$ cat src/rtl/mips_muldiv_unit.sv
// Iterative radix-2 multiply/divide unit owning the MIPS HI/LO pair.
// MULT/MULTU/DIV/DIVU take WIDTH+2 cycles; MTHI/MTLO complete in one.
module mips_muldiv_unit #(
  parameter int WIDTH = 32,
  parameter int CNT_W = 6
) (
  input  logic             CLK,
  input  logic             RESET,
  input  logic             start,
  input  logic [2:0]       op,
  input  logic [WIDTH-1:0] A,
  input  logic [WIDTH-1:0] B,
  output logic             busy,
  output logic             done,
  output logic [WIDTH-1:0] HI,
  output logic [WIDTH-1:0] LO,
  output logic             div_by_zero
);

  typedef enum logic [1:0] {IDLE = 2'd0, CALC = 2'd1, FIXUP = 2'd2} state_t;

  state_t             state_q, state_d;
  logic [CNT_W-1:0]   cnt_q, cnt_d;
  logic [WIDTH-1:0]   hi_q, hi_d, lo_q, lo_d;
  logic               done_q, done_d;
  logic               dbz_q, dbz_d;
  logic [2*WIDTH-1:0] acc_q, acc_d;
  logic [WIDTH-1:0]   opnd_q, opnd_d;
  logic               is_div_q, is_div_d;
  logic               negq_q, negq_d;
  logic               negr_q, negr_d;
  logic               bz_q, bz_d;

  logic               signed_op;
  logic [WIDTH-1:0]   mag_a, mag_b;
  logic [WIDTH:0]     mul_sum;
  logic [WIDTH:0]     div_sh;
  logic [WIDTH:0]     div_diff;
  logic [2*WIDTH-1:0] mul_next, div_next, prod_s;

  function automatic logic [WIDTH-1:0] magnitude(input logic [WIDTH-1:0] v, input logic sgn);
    return (sgn && v[WIDTH-1]) ? -v : v;
  endfunction

  function automatic logic [WIDTH-1:0] apply_sign(input logic [WIDTH-1:0] v, input logic neg);
    return neg ? -v : v;
  endfunction

  function automatic logic [2*WIDTH-1:0] apply_sign2(input logic [2*WIDTH-1:0] v, input logic neg);
    return neg ? -v : v;
  endfunction

  assign signed_op = op[0];
  assign mag_a     = magnitude(A, signed_op);
  assign mag_b     = magnitude(B, signed_op);

  // Multiply: upper half accumulates the multiplicand, multiplier shifts out of the low half.
  assign mul_sum  = {1'b0, acc_q[2*WIDTH-1:WIDTH]} + {1'b0, {WIDTH{acc_q[0]}} & opnd_q};
  assign mul_next = {mul_sum, acc_q[WIDTH-1:1]};

  // Divide: upper half is the partial remainder, low half shifts dividend out and quotient in.
  assign div_sh   = {acc_q[2*WIDTH-1:WIDTH], acc_q[WIDTH-1]};
  assign div_diff = div_sh - {1'b0, opnd_q};
  assign div_next = {div_diff[WIDTH] ? div_sh[WIDTH-1:0] : div_diff[WIDTH-1:0],
                     acc_q[WIDTH-2:0], ~div_diff[WIDTH]};

  assign prod_s = apply_sign2(acc_q, negq_q);

  always_comb begin
    state_d  = state_q;
    cnt_d    = cnt_q;
    hi_d     = hi_q;
    lo_d     = lo_q;
    done_d   = 1'b0;
    dbz_d    = dbz_q;
    acc_d    = acc_q;
    opnd_d   = opnd_q;
    is_div_d = is_div_q;
    negq_d   = negq_q;
    negr_d   = negr_q;
    bz_d     = bz_q;
    case (state_q)
      IDLE: begin
        if (start) begin
          dbz_d = 1'b0;
          if (!op[2]) begin
            is_div_d = op[1];
            negq_d   = signed_op & (A[WIDTH-1] ^ B[WIDTH-1]);
            negr_d   = signed_op & A[WIDTH-1];
            bz_d     = (B == '0);
            opnd_d   = op[1] ? mag_b : mag_a;
            acc_d    = {{WIDTH{1'b0}}, op[1] ? mag_a : mag_b};
            cnt_d    = '0;
            state_d  = CALC;
          end else begin
            done_d = 1'b1;
            if (op[1:0] == 2'b00) hi_d = A;
            else if (op[1:0] == 2'b01) lo_d = A;
          end
        end
      end
      CALC: begin
        acc_d = is_div_q ? div_next : mul_next;
        cnt_d = cnt_q + CNT_W'(1);
        if (cnt_q == CNT_W'(WIDTH - 1)) state_d = FIXUP;
      end
      FIXUP: begin
        if (is_div_q) begin
          lo_d  = bz_q ? '1 : apply_sign(acc_q[WIDTH-1:0], negq_q);
          hi_d  = apply_sign(acc_q[2*WIDTH-1:WIDTH], negr_q);
          dbz_d = bz_q;
        end else begin
          hi_d = prod_s[2*WIDTH-1:WIDTH];
          lo_d = prod_s[WIDTH-1:0];
        end
        done_d  = 1'b1;
        state_d = IDLE;
      end
      default: state_d = IDLE;
    endcase
  end

  always_ff @(posedge CLK or negedge RESET) begin
    if (!RESET) begin
      state_q <= IDLE;
      cnt_q   <= '0;
      hi_q    <= '0;
      lo_q    <= '0;
      done_q  <= 1'b0;
      dbz_q   <= 1'b0;
    end else begin
      state_q <= state_d;
      cnt_q   <= cnt_d;
      hi_q    <= hi_d;
      lo_q    <= lo_d;
      done_q  <= done_d;
      dbz_q   <= dbz_d;
    end
  end

  always_ff @(posedge CLK) begin
    acc_q    <= acc_d;
    opnd_q   <= opnd_d;
    is_div_q <= is_div_d;
    negq_q   <= negq_d;
    negr_q   <= negr_d;
    bz_q     <= bz_d;
  end

  assign busy        = (state_q != IDLE);
  assign done        = done_q;
  assign HI          = hi_q;
  assign LO          = lo_q;
  assign div_by_zero = dbz_q;

endmodule

$ cat config.mk
export PLATFORM = sky130hd
export DESIGN_NAME = mips_muldiv_unit
export DESIGN_NICKNAME = d
export VERILOG_FILES = /design/src/rtl/mips_muldiv_unit.sv
export SDC_FILE = /design/constraint.sdc
export NUM_CORES = 1
export LEC_CHECK = 0
export CAP_MARGIN = 20
export CORE_ASPECT_RATIO = 1.5
export CORE_MARGIN = 2
export CORE_UTILIZATION = 60
export CTS_CLUSTER_SIZE = 12
export DETAILED_ROUTE_END_ITERATION = 16
export PLACE_DENSITY_LB_ADDON = 0.08
export SYNTH_ARGS = -nofsm -noshare
export SYNTH_HDL_FRONTEND = slang
export SYNTH_SLANG_ARGS = --single-unit
$ cat constraint.sdc
create_clock -name CLK -period 5.67 [get_ports CLK]
set_input_delay 1.134 -clock CLK [delete_from_list [all_inputs] [get_ports CLK]]
set_output_delay 1.134 -clock CLK [all_outputs]
set_load 0.05 [all_outputs]
==> qor.csv <==
stage,metric,value,unit
clock_network,Worst-path clk slew,0.07,ns
worst_setup_path,Top delay family on crit path,compound AO/OA/AOI/OAI gates,
synth,post-synthesis mux area share,7.514,%
layout,antenna diode count,0,
worst_setup_path,Worst setup SP type,flip-flop,
global_route,GR Util met1,45.88,%
sta,final cycle utilization of the critical path,76.96,%
synth,Synth Flop Type,edfxtp_1,
die,Initial Util,61.22,%
layout,Fill cells,1979,
clock_network,CTS tree,done,
synth,Post-Syn Nets,1849,
placed_design,PortBufs,136,
layout,# nets final,1944,
synth,Mapped Avg Cell Area,8.540,um^2
drt,post-route ant nets,0,
synth,Synth Area in Adders,6.193,%
clock_network,Longest Clk Path Bufs,2,
placed_design,Placer Congestion,0.9547,
synth,Synth Area in Compound Gates,21.84,%
sta,Slew Limit Fails,0,
global_route,first-pass GRT wire length,73.92,mm
synth,number of synthesized flops with an enable pin,100,
drt,drt pass-1 iters,6,
synth,"Cell Area, Synth",14590,um^2
synth,largest family of logic cells by synthesized area,compound AO/OA/AOI/OAI gates,
drt,drt via density,6.490,
worst_setup_path,worst path required time,5.84,ns
synth,Netlist cell types,74,
worst_setup_path,Crit Path Max Fanout,30,
outcome,outcome,"complete, no violations",
drt,Routed WL per cell,22.13,um
clock_network,# H-tree levels,4,
layout,"commonest non-fill, non-tap cells in the layout","186 x nand2_1, 166 x a21oi_1, 135 x nor2_1",
pwr,leakage power,6.864,nW
synth,Synth Area in Simple Gates,16.66,%
drt,Post-route DRC,0,
synth,"Seq/Total Area, Yosys",33.28,%
drt,vias,13860,
sta,Final Setup Violations,0,
die,Top Ports,137,
layout,share of layout cells above drive strength 1,5.176,%
clock_network,latest clock arrival within the worst-skew pair,0.45,ns
pwr,Worst VDD drop,0.0003868,V
sta,Post-Route Skew,0.01047,ns
worst_setup_path,critical path's most frequent cell,nor2_1,
sta,setup TNS,0,ns
drt,Iteration-0 DRC Markers,1241,
synth,Synth Instances,1708,
layout,area grow syn2layout,15.35,%
pwr,power per cell area,575.4,nW/um^2
worst_setup_path,CP Capture Type,flip-flop,
clock_network,# hold bufs at CTS,0,
worst_setup_path,crit path DAT,4.53,ns
drt,final WL,47.24,mm
hold_path,Hold Crit Class,flip-flop to flip-flop,
sta,final hold violations,0,
global_route,M3 GR Usage,5.034,%
layout,Reg area,4855,um^2
worst_setup_path,worst path cell trace,inv_1 > buf_4 > nor2_1 > ha_1 > a211oi_1 > nor2_1 > a311oi_1 > o21ai_0 > o221a_2 > a22o_1 > o211ai_1 > nor2_1 > a2111oi_0 > a211oi_1,
worst_setup_path,critical path type,flip-flop to flip-flop,
placed_design,placed insts,2102,
worst_setup_path,CP max-delay cell,edfxtp_1,
layout,"most common cell after layout, fill and taps aside",nand2_1,
die,Vert. Die Dim,195.0,um
die,Core Rows,69,
sta,RSZ-0062 raised after global routing,false,
synth,xor/xnor share of the synthesized area,10.51,%
worst_setup_path,"slowest stage delay, CP",0.47,ns
die,Core Region,23830,um^2
synth,Yosys reg bits,174,
clock_network,clock sink total,174,
global_route,met2 Usage GRT,63.53,%
flow_run,max-cap violation count,0,
die,Die Width,131.3,um
global_route,initial antenna violation count,1,
global_route,most used routing layer,met2,
global_route,pin count of the biggest net entering global routing,75,
sta,Worst-Margin Slew,0.9834,ns
clock_network,CTS buffer count,17,
clock_network,CTS resizes,0,
global_route,total track usage,36.68,%
sta,Peak Freq,229.2,MHz
worst_setup_path,worst path bufs/invs,2,
clock_network,setup bufs post-CTS,0,
global_route,vias in the first global route,13630,
placed_design,hpwl dp,34.71,mm
layout,multi-input logic area,9185,um^2
layout,non-filler instance count after layout,2135,
sta,Worst slew margin,34.44,%
synth,Synth async-reset ratio,42.53,%
synth,Synth warnings,0,
clock_network,CTS Root Cell,clkbuf_16,
global_route,gr ovfl total,0,
sta,Final min period,4.363,ns
die,die area,25600,um^2
## per-layer routing
metal | vias up | share of wire, %
met5 | - | 0.028
met2 | 652 | 49
met1 | 6612 | 39
met3 | 140 | 7.2
li1 | 6451 | -
met4 | 2 | 4.1
## cells in the mapped netlist (10+ instances only)
cell | count | area share [%]
a32oi_1 | 32 | 1.9
xor2_1 | 95 | 5.7
nand2_1 | 187 | 4.8
nand2b_1 | 14 | 0.60
a22oi_1 | 10 | 0.51
o21ai_1 | 11 | 0.38
ha_1 | 69 | 5.9
nand4_1 | 14 | 0.60
nor2b_1 | 13 | 0.56
or4_1 | 18 | 0.93
nor4_1 | 12 | 0.51
clkbuf_1 | 61 | 1.6
o31ai_1 | 19 | 0.98
a21o_1 | 29 | 1.5
o22ai_1 | 10 | 0.43
o41ai_1 | 14 | 0.84
o21a_1 | 11 | 0.57
edfxtp_1 | 100 | 21
mux2i_1 | 105 | 7.2
a31oi_1 | 15 | 0.64
o21ai_0 | 124 | 4.3
a21oi_1 | 167 | 5.7
or3_1 | 17 | 0.73
nor2_1 | 135 | 3.5
o211ai_1 | 17 | 0.87
xnor2_1 | 80 | 4.8
inv_1 | 71 | 1.8
a211oi_1 | 10 | 0.51
and2_1 | 12 | 0.51
dfrtp_1 | 74 | 13
nor3_1 | 30 | 1.0
nand3_1 | 23 | 0.79
buf_1 | 16 | 0.41
## worst reg2reg max path: cells and delay by family (launching register included)
family / cells / cell delay, ns
flops: 1 / 0.47
fa+ha+maj: 1 / 0.36
buf+inv: 2 / 0.58
simple gates: 3 / 0.31
compound gates: 8 / 2.39
## worst paths after layout
kind                               start         end  slack (ns)  cells after the start
worst max-delay path            acc_q[0]   acc_q[63]        1.31                     14
worst max register to register  acc_q[0]   acc_q[63]        1.31                     14
max in group asynchronous          RESET      HI[13]        4.43                      2
worst min-delay path            cnt_q[5]  state_q[1]        0.48                      1
min in group asynchronous          RESET       LO[3]        0.59                      1
worst min register to register  cnt_q[5]  state_q[1]        0.48                      1
## per-stage QoR
stage	total power, mW	instance area, um^2	worst slack (ns)	hold WS (ns)	utilization, %
5_1_grt	10.27	16820	1.048	0.5035	70.61
3_3_place_gp	8.255	16220	1.096	0.4589	68.07
4_1_cts	9.595	16800	1.468	0.4827	70.49
3_5_place_dp	8.370	16220	1.035	0.4660	68.07
2_1_floorplan	6.726	14590	1.969	0.4414	-
6_report	9.681	16820	1.307	0.4836	70.61
## area by class of cell
| cell class | instances | area share (%) |
|---|---|---|
| Multi-Input combinational cell | 1380 | 54.59 |
| Clock inverter | 11 | 0.6321 |
| Inverter | 72 | 1.606 |
| Sequential cell | 174 | 28.85 |
| Tap cell | 319 | 2.372 |
| Timing Repair Buffer | 158 | 9.147 |
| Clock buffer | 21 | 2.796 |
## flip-flops by register name, summed over array words and instances, names as in the netlist
name	count
cnt_q	6
opnd_q	32
negr_q	1
negq_q	1
done	1
acc_q	64
LO	32
state_q	2
HI	32
is_div_q	1
bz_q	1
div_by_zero	1
## cell families after synthesis
group	Yosys count
AO/OA/AOI/OAI	512
XOR/XNOR	175
adder cells (fa/ha/maj)	71
buffers and inverters	154
flip-flops	174
multiplexers	109
AND/OR/NAND/NOR	513
## report_power, final
group / leakage [nW] / internal, mW / switching, mW
clock network: 0.276 / 0.644 / 0.548
registers: 1.86 / 2.05 / 0.712
logic: 4.72 / 2.27 / 3.45
No activity file was read; power rests on OpenSTA's default activity.
